--- src/rtl/hazard_pkg.sv ---
// -----------------------------------------------------------------------------
// hazard_pkg
// Shared types and constants for the pipeline hazard/flush controller.
//   hz_state_e   : controller state (RUN, STALL)
//   REG_ZERO     : hard-wired zero register; it never creates a dependency
//   MEM_READ_BIT : position of the MEM-read bit inside the 2-bit ID/EX MEM
//                  control field (the EX-stage load indication is taken from
//                  this bit)
// -----------------------------------------------------------------------------
package hazard_pkg;

  typedef enum logic {
    RUN   = 1'b0,
    STALL = 1'b1
  } hz_state_e;

  localparam logic [2:0]  REG_ZERO     = 3'd0;
  localparam int unsigned MEM_FIELD_W  = 2;
  localparam int unsigned MEM_READ_BIT = 1;

endpackage : hazard_pkg

--- src/rtl/sat_counter.sv ---
// -----------------------------------------------------------------------------
// sat_counter
// Saturating up-counter used for debug statistics. It holds at all-ones
// instead of wrapping. A clear wins over an increment in the same cycle.
//   clk_i   in   clock
//   rst_n   in   synchronous active-low reset (counter -> 0)
//   i_inc   in   count one event this cycle
//   i_clr   in   synchronous clear
//   o_cnt   out  current count
// -----------------------------------------------------------------------------
module sat_counter #(
  parameter int unsigned CNT_W = 16
) (
  input  logic             clk_i,
  input  logic             rst_n,
  input  logic             i_inc,
  input  logic             i_clr,
  output logic [CNT_W-1:0] o_cnt
);

  logic [CNT_W-1:0] r_cnt;

  // NOTE: state registers use non-blocking assignments so every flop samples
  // pre-edge values; blocking here would create order-dependent simulation.
  always_ff @(posedge clk_i) begin
    if (!rst_n || i_clr) begin
      r_cnt <= '0;
    end else if (i_inc && (r_cnt != '1)) begin
      r_cnt <= r_cnt + 1'b1;
    end
  end

  assign o_cnt = r_cnt;

endmodule : sat_counter

--- src/rtl/hazard_ctrl.sv ---
// -----------------------------------------------------------------------------
// hazard_ctrl
// Hazard and flush controller for the 16-bit 5-stage pipeline. Detects
// load-use hazards (ID instruction reading the destination of a load in EX)
// and taken branches/jumps resolved in EX, and drives the write-enable and
// flush inputs of the PC, IF/ID and ID/EX registers. Outputs are Mealy: they
// respond in the same cycle the hazard is visible.
// Parameters:
//   LU_STALL_CYCLES  bubbles inserted per load-use hazard (1..7)
//   CNT_W            width of the statistics counters
// Ports:
//   clk_i, rst_n                 clock, synchronous active-low reset
//   id_rs_reg/id_rt_reg          source registers of the ID instruction
//   id_uses_rs/id_uses_rt        ID instruction actually reads RS/RT
//   ex_mem_read, ex_rt_reg       EX instruction is a load, and its target
//   ex_branch_taken, ex_jump     control-flow redirect resolved in EX
//   stat_clr_i                   clear both statistics counters
//   pc_write_o, if_id_write_o    PC / IF/ID update enables
//   data_id_ex_flush_o           load-use bubble into ID/EX
//   branch_if_id_flush_o         squash IF/ID on redirect
//   branch_id_ex_flush_o         squash ID/EX on redirect
//   stall_cnt_o, flush_cnt_o     saturating bubble / redirect counts
// -----------------------------------------------------------------------------
module hazard_ctrl
  import hazard_pkg::*;
#(
  parameter int unsigned LU_STALL_CYCLES = 1,
  parameter int unsigned CNT_W           = 16
) (
  input  logic             clk_i,
  input  logic             rst_n,
  input  logic [2:0]       id_rs_reg,
  input  logic [2:0]       id_rt_reg,
  input  logic             id_uses_rs,
  input  logic             id_uses_rt,
  input  logic             ex_mem_read,
  input  logic [2:0]       ex_rt_reg,
  input  logic             ex_branch_taken,
  input  logic             ex_jump,
  input  logic             stat_clr_i,
  output logic             pc_write_o,
  output logic             if_id_write_o,
  output logic             data_id_ex_flush_o,
  output logic             branch_if_id_flush_o,
  output logic             branch_id_ex_flush_o,
  output logic [CNT_W-1:0] stall_cnt_o,
  output logic [CNT_W-1:0] flush_cnt_o
);

  // The first bubble is issued from RUN, so STALL covers the remaining
  // LU_STALL_CYCLES-1 cycles; rem counts down to 0 on the last of them.
  localparam logic [2:0] LU_REM_INIT =
    (LU_STALL_CYCLES > 1) ? 3'(LU_STALL_CYCLES - 2) : 3'd0;

  hz_state_e  r_state;
  hz_state_e  w_next_state;
  logic [2:0] r_rem;
  logic [2:0] w_next_rem;

  logic w_redirect;
  logic w_lu_hit;
  logic w_stall_inc;
  logic w_flush_inc;

  assign w_redirect = ex_branch_taken | ex_jump;
  assign w_lu_hit   = ex_mem_read && (ex_rt_reg != REG_ZERO) &&
                      ((id_uses_rs && (id_rs_reg == ex_rt_reg)) ||
                       (id_uses_rt && (id_rt_reg == ex_rt_reg)));

  always_ff @(posedge clk_i) begin
    if (!rst_n) begin
      r_state <= RUN;
      r_rem   <= 3'd0;
    end else begin
      r_state <= w_next_state;
      r_rem   <= w_next_rem;
    end
  end

  // NOTE: every signal written here gets a default first, so no path through
  // the case/if tree can leave one unassigned and infer a latch.
  always_comb begin
    w_next_state         = r_state;
    w_next_rem           = r_rem;
    pc_write_o           = 1'b1;
    if_id_write_o        = 1'b1;
    data_id_ex_flush_o   = 1'b0;
    branch_if_id_flush_o = 1'b0;
    branch_id_ex_flush_o = 1'b0;
    w_stall_inc          = 1'b0;
    w_flush_inc          = 1'b0;

    unique case (r_state)
      RUN: begin
        // A redirect wins: the ID instruction is wrong-path, so its load-use
        // dependency is irrelevant.
        if (w_redirect) begin
          branch_if_id_flush_o = 1'b1;
          branch_id_ex_flush_o = 1'b1;
          w_flush_inc          = 1'b1;
        end else if (w_lu_hit) begin
          pc_write_o         = 1'b0;
          if_id_write_o      = 1'b0;
          data_id_ex_flush_o = 1'b1;
          w_stall_inc        = 1'b1;
          if (LU_STALL_CYCLES > 1) begin
            w_next_state = STALL;
            w_next_rem   = LU_REM_INIT;
          end
        end
      end
      STALL: begin
        // EX holds a bubble here, so its inputs are deliberately ignored.
        pc_write_o         = 1'b0;
        if_id_write_o      = 1'b0;
        data_id_ex_flush_o = 1'b1;
        w_stall_inc        = 1'b1;
        if (r_rem == 3'd0) begin
          w_next_state = RUN;
        end else begin
          w_next_rem = r_rem - 3'd1;
        end
      end
      default: begin
        w_next_state = RUN;
      end
    endcase

    if (!rst_n) begin
      pc_write_o           = 1'b0;
      if_id_write_o        = 1'b0;
      data_id_ex_flush_o   = 1'b0;
      branch_if_id_flush_o = 1'b0;
      branch_id_ex_flush_o = 1'b0;
      w_stall_inc          = 1'b0;
      w_flush_inc          = 1'b0;
    end
  end

  sat_counter #(.CNT_W(CNT_W)) u_stall_cnt (
    .clk_i (clk_i),
    .rst_n (rst_n),
    .i_inc (w_stall_inc),
    .i_clr (stat_clr_i),
    .o_cnt (stall_cnt_o)
  );

  sat_counter #(.CNT_W(CNT_W)) u_flush_cnt (
    .clk_i (clk_i),
    .rst_n (rst_n),
    .i_inc (w_flush_inc),
    .i_clr (stat_clr_i),
    .o_cnt (flush_cnt_o)
  );

endmodule : hazard_ctrl

--- config.mk ---
export PLATFORM = sky130hd
export DESIGN_NAME = hazard_ctrl
export DESIGN_NICKNAME = d
export VERILOG_FILES = /design/src/rtl/hazard_pkg.sv /design/src/rtl/sat_counter.sv /design/src/rtl/hazard_ctrl.sv
export SDC_FILE = /design/constraint.sdc
export NUM_CORES = 1
export LEC_CHECK = 0
export CAP_MARGIN = 20
export CORE_UTILIZATION = 45
export DETAILED_ROUTE_END_ITERATION = 8
export PLACE_DENSITY = 0.77
export SLEW_MARGIN = 15
export SYNTH_ARGS = -nofsm -noshare
export SYNTH_HDL_FRONTEND = slang
export SYNTH_SLANG_ARGS = --single-unit
export TNS_END_PERCENT = 30
--- constraint.sdc ---
create_clock -name clk_i -period 2.04 [get_ports clk_i]
set_clock_uncertainty 0.1 [all_clocks]
set_input_delay 0.306 -clock clk_i [delete_from_list [all_inputs] [get_ports clk_i]]
set_output_delay 0.306 -clock clk_i [all_outputs]
set_load 0.02 [all_outputs]
# --- Word level (Yosys, flattened, before mapping) ---
# Index checks and enable logic that the tools add are counted.
classes:
  add_sub_neg: 3
  eq_ne: 4
  n_mux: 12
  bitwise: 3
  n_reduce_logical: 13
op_table:
  columns: ["operator", "count"]
  rows:
  - ["$add 16x1->16 const B", 2]
  - ["$ne 16x16->1 const B", 2]
  - ["$mux 1", 10]
  - ["$eq 3x3->1", 2]
  - ["$logic_and 1x1->1", 6]
  - ["$pmux 1 s2", 2]
  - ["$reduce_and 2->1", 2]
  - ["$logic_not 3->1", 1]
  - ["$reduce_bool 3->1", 1]
  - ["$sub 3x1->3 const B", 1]
  - ["$logic_or 1x1->1", 2]
  - ["$not 1->1", 2]
  - ["$logic_not 1->1", 1]
  - ["$or 1x1->1", 1]
word_totals:
  ff_bits: 36
  in_bits: 17
  elab_cells: 39

# --- Longest topological paths before layout ---
logic_depth:
  ltp_word: 9
  depth_mapped: 7
  ltp_nobuf: 7

# --- Modules after synthesis ---
# Synthesis repeated with hierarchy kept, for this count alone.
hier_totals:
  hier_cells: 225
  area_unflattened_um2: 2028.2
modules_own_cells:
  columns: ["module", "instances", "cells_per_inst", "area_each_um2", "seq_area_each_um2"]
  rows:
  - ["sat_counter", 2, 94, 862.1, 320.3]
  - ["hazard_ctrl", 1, 37, 304.0, 80.1]

# --- Worst setup path after synthesis ---
# OpenSTA, ideal clock, no wires.
synth_path:
  path_type: "input to output"
  startpoint: "input ex_rt_reg[0]"
  endpoint: "output pc_write_o"
  arrival_ns: 1.426
  t_required_ns: 1.634
  slack_ns: 0.208
  cell_stages: 5
  path_buffers: 2
  cell_sequence: "o311ai_0 -> a21oi_1 -> buf_2 -> nor2_1 -> buf_4"
synth_via:
  elab_chain_len: 8
  word_cells_on_any_way: 12
synth_lines:
  columns: ["item", "line_no", "rtl"]
  rows:
  - ["start, declared", "hazard_ctrl.sv:37", "input logic [2:0] ex_rt_reg,"]
  - ["$eq 3x3->1, on equally long branches", "hazard_ctrl.sv:67, hazard_ctrl.sv:68", null]
  - ["$logic_and 1x1->1, on equally long branches", "hazard_ctrl.sv:67, hazard_ctrl.sv:68", null]
  - ["$logic_or 1x1->1", "hazard_ctrl.sv:67", "((id_uses_rs && (id_rs_reg == ex_rt_reg)) ||"]
  - ["$logic_and 1x1->1 *", "hazard_ctrl.sv:66", "assign w_lu_hit = ex_mem_read && (ex_rt_reg != REG_ZERO) &&"]
  - ["$mux 1 * (2 in a row)", null, null]
  - ["$pmux 1 s2 *", null, null]
  - ["$mux 1 *", null, null]
  - ["end, declared", "hazard_ctrl.sv:41", "output logic pc_write_o,"]
# Mark *: on every way between the ends. The rest lies on a longest branch, timed or not.

# --- Worst setup path after layout ---
layout_path:
  startpoint: "input id_rs_reg[0]"
  endpoint: "register u_stall_cnt.r_cnt[15] (netlist: u_stall_cnt.o_cnt[15])"
layout_via:
  elab_chain_len: 9
layout_lines:
  columns: ["item", "line_no", "rtl"]
  rows:
  - ["start, declared", "hazard_ctrl.sv:32", "input logic [2:0] id_rs_reg,"]
  - ["$eq 3x3->1", "hazard_ctrl.sv:67", null]
  - ["$logic_and 1x1->1", "hazard_ctrl.sv:67", null]
  - ["$logic_or 1x1->1", "hazard_ctrl.sv:67", null]
  - ["$logic_and 1x1->1", "hazard_ctrl.sv:66", null]
  - ["$mux 1", "hazard_ctrl.sv:101", "end else if (w_lu_hit) begin"]
  - ["$mux 1", "hazard_ctrl.sv:97", "if (w_redirect) begin"]
  - ["$pmux 1 s2", "hazard_ctrl.sv:93", "unique case (r_state)"]
  - ["$mux 1", "hazard_ctrl.sv:129", "if (!rst_n) begin"]
  - ["$logic_and 1x1->1", "sat_counter.sv:28", "end else if (i_inc && (r_cnt != '1)) begin"]
  - ["end signal, assigned", "sat_counter.sv:29", "r_cnt <= r_cnt + 1'b1;"]
  - ["end, declared", "sat_counter.sv:21", "logic [CNT_W-1:0] r_cnt;"]
# Every way passes these cells.
# A chain may end at the register's enable or synchronous reset.

==> flow_summary.ini <==
[status]
outcome = complete, no violations

[synthesis]
synthTopCellsByArea = dfxtp_1 40%, xor2_1 9.2%, nor2_1 7.6%
synth_mux_area_share_pct = 0.551
syn_inst = 215
netlist_area_um2 = 1820
ys_warn_count = 0
yosys.area_share.simple_pct = 25.8
synth-adder-area-share_pct = 2.75
avgSynthCellArea_um2 = 8.46
yosysMostFrequentCell = nor2_1
synthArstFlopShare_pct = 0
synth-compound-area-share_pct = 13.2
yosys.area.top_type_share_pct = 39.6
yosys_most_used_dff = dfxtp_1
yosysTopAreaCell = dfxtp_1
netlist-cell-type-count = 37
synth_edf_count = 0
yosys-top-cells-count = 37 x nor2_1, 36 x dfxtp_1, 19 x xor2_1
synth_nets = 236
synth_top_family_by_area = simple AND/OR/NAND/NOR gates
synth-xor-area-share_pct = 14.5
synth-seq-cells = 36
synth.yosys.seq_area_share_pct = 39.6

[global_routing]
grt_max_degree = 16
grt_pass1_wl_um = 6970
use_met1_pct = 27.0
grt_pass1_vias = 1591
antenna_found_initial = 0
met3_usage_pct = 5.21
overflow = 0
busiest_layer = met2
grt_usage_pct = 21.1
met2_usage_pct = 34.3

[placed_design]
dpl_cell_area_um2 = 2520
routabilityCongestion = 0.756
portBuffers = 53
dp.cells = 329
dp_hpwl_um = 2960

[setup_path]
crit_chain = clkdlybuf4s50_1 > xnor2_1 > nand4_1 > a21oi_2 > buf_6 > buf_12 > o211ai_1 > or3_1 > a21oi_2
max_stage_delay_ns = 0.47
r2r_end = u_stall_cnt.o_cnt[5]$_SDFFE_PP0P_
cp-end-kind = flop
r2r-start = u_stall_cnt.o_cnt[0]$_SDFFE_PP0P_
worstSetupPathType = input pin to flop
worstPathMaxFanout = 6
path_buf_inv = 3
crit_family = buffers and inverters
worst_path_max_delay_cell = clkdlybuf4s50_1
r2r_cells = 8
start_kind = input pin
reg2reg_slack_ns = 0.14
cp.arrival_ns = 2.15
crit_top_cell = a21oi_2
cp.required_ns = 2.17
worstSetupStartpoint = id_rs_reg[0]

[finish]
final_util_pct = 71.5
synthToLayoutAreaGrowth_pct = 48.2
nets = 312
nFillCells = 294
drive_gt1_share_pct = 17.1
final_area_um2 = 2700
n_antenna_cell = 0
final_cells = 340

[timing]
fin_crit_ns = 2.01
slew_violations = 0
hold_viol = 0
tns_ns = 0
fmax_ghz = 0.497
setup_viol = 0
max_slew_margin_pct = 67.3
worstMarginPinSlew_ns = 0.486
fin_crit_sh_pct = 98.7
rsz0062_at_grt = yes
timing.hold.ws_ns = 0.411

[die]
die_w_um = 65.6
initial_utilization_pct = 48.2
io_pins = 54
die_h_um = 65.6
dieArea_um2 = 4300
core_area_um2 = 3770
fp-row-count = 22

[drt]
routed_wirelength_um = 4160
drtAntennaViolNets = 0
vias = 1745
wl_per_cell_um = 12.2
drtIter0Drc = 86
vias_per_cell = 5.13
drt_first_pass_iters = 4
drc = 0

[clocking]
clock_path_buffers = 2
cts_tree = yes
root_buffer = clkbuf_8
path_clk_slew_ns = 0.08
cts.sinks = 36
cts_hold_buf = 0
worst_skew_pair.late_latency_ns = 0.29
htreeDepth = 2
cts_made_buffers = 5

[job]
drv_cap = 0

[pwr]
powerDensity_nw_per_um2 = 536
max-vdd-ir-drop_mv = 0.498
power.leakage_uw = 0.00104

[min_path]
hold_depth = 2
min_to = r_rem[1]$_SDFFE_PN0P_
min-delay-start = r_rem[1]$_SDFFE_PN0P_
hold_path.class = flop to flop
timing repair:
action	4_1_cts	5_1_grt
gates resized for setup	23	14
pin swaps	2	11
endpoints found under the setup margin	11	12
buffers inserted	0	3
where the power goes:
part / total (µW) / internal, µW / leakage, µW / switching [µW]
clock: 626 / 362 / 0.0000541 / 264
sequential: 706 / 703 / 0.000290 / 2.37
combinational: 113 / 59.9 / 0.000695 / 53.2
total: 1440 / 1120 / 0.00104 / 320
how the worst max path moves through the flow:
stage | end | cells after the start | slack (ns)
final | u_stall_cnt.o_cnt[15]$_SDFFE_PP0P_ | 9 | 0.03
after global routing | u_stall_cnt.o_cnt[15]$_SDFFE_PP0P_ | 9 | -0.04
after CTS | branch_id_ex_flush_o | 6 | 0.005
after detailed placement | data_id_ex_flush_o | 7 | -0.49
after global placement | data_id_ex_flush_o | 7 | -0.44
after floorplan | pc_write_o | 5 | 0.21
placed cells by master, fill, tap and decap left out, types with 3 or more instances in the layout:
cell type	Yosys	final
dlygate4sd2_1	0	3
ha_1	4	4
nand3_1	10	10
clkdlybuf4s50_1	0	42
nand2_1	11	11
or3_1	4	4
nor2_1	37	35
o211ai_1	6	6
buf_4	2	21
buf_2	1	5
inv_1	8	8
dlymetal6s2s_1	0	3
xor2_1	19	19
dfxtp_1	36	36
o21ai_0	10	10
a21oi_1	9	6
nand4_1	10	10
xnor2_1	11	11
and3_1	9	9
a21oi_2	1	3
clkbuf_8	0	5
state kept, by name (all words and copies together) (netlist names):
| register | count |
|---|---|
| r_state | 1 |
| r_rem | 3 |
| u_stall_cnt.o_cnt | 16 |
| u_flush_cnt.o_cnt | 16 |
layout make-up:
cell class | instances | area, µm² | share of cell area (%)
timing repair buffer | 76 | 698 | 25.9
inverter | 8 | 30.0 | 1.11
clock inverter | 3 | 42.5 | 1.58
multi-input combinational | 164 | 1070 | 39.9
clock buffer | 5 | 68.8 | 2.55
tap | 48 | 60.1 | 2.23
sequential | 36 | 721 | 26.7
through the flow:
step                power (µW)  setup slack [ns]
floorplan                  769             0.208
global placement           836            -0.441
detailed placement         837            -0.493
CTS                       1460           0.00541
global route              1490           -0.0405
finish                    1440            0.0259
per-layer routing:
metal | share of wire (%) | wire length [µm]
met5 | 0 | 0
met4 | 1.2 | 49
met3 | 5.3 | 219
met2 | 46 | 1930
met1 | 47 | 1960
cell families after synthesis:
family | Yosys count
AOI/OAI and AO/OA | 36
xor gates and xnor gates | 30
adders and majority gates | 4
buffers and inverters | 15
DFF | 36
muxes | 1
and+or+nand+nor | 93
tightest hold or removal path: cells and delay by family (launching register included):
kind / cells / cell delay (ns)
compound gates: 1 / 0.06
flops: 1 / 0.33
simple gates: 1 / 0.08
No activity file was read; power rests on OpenSTA's default activity.
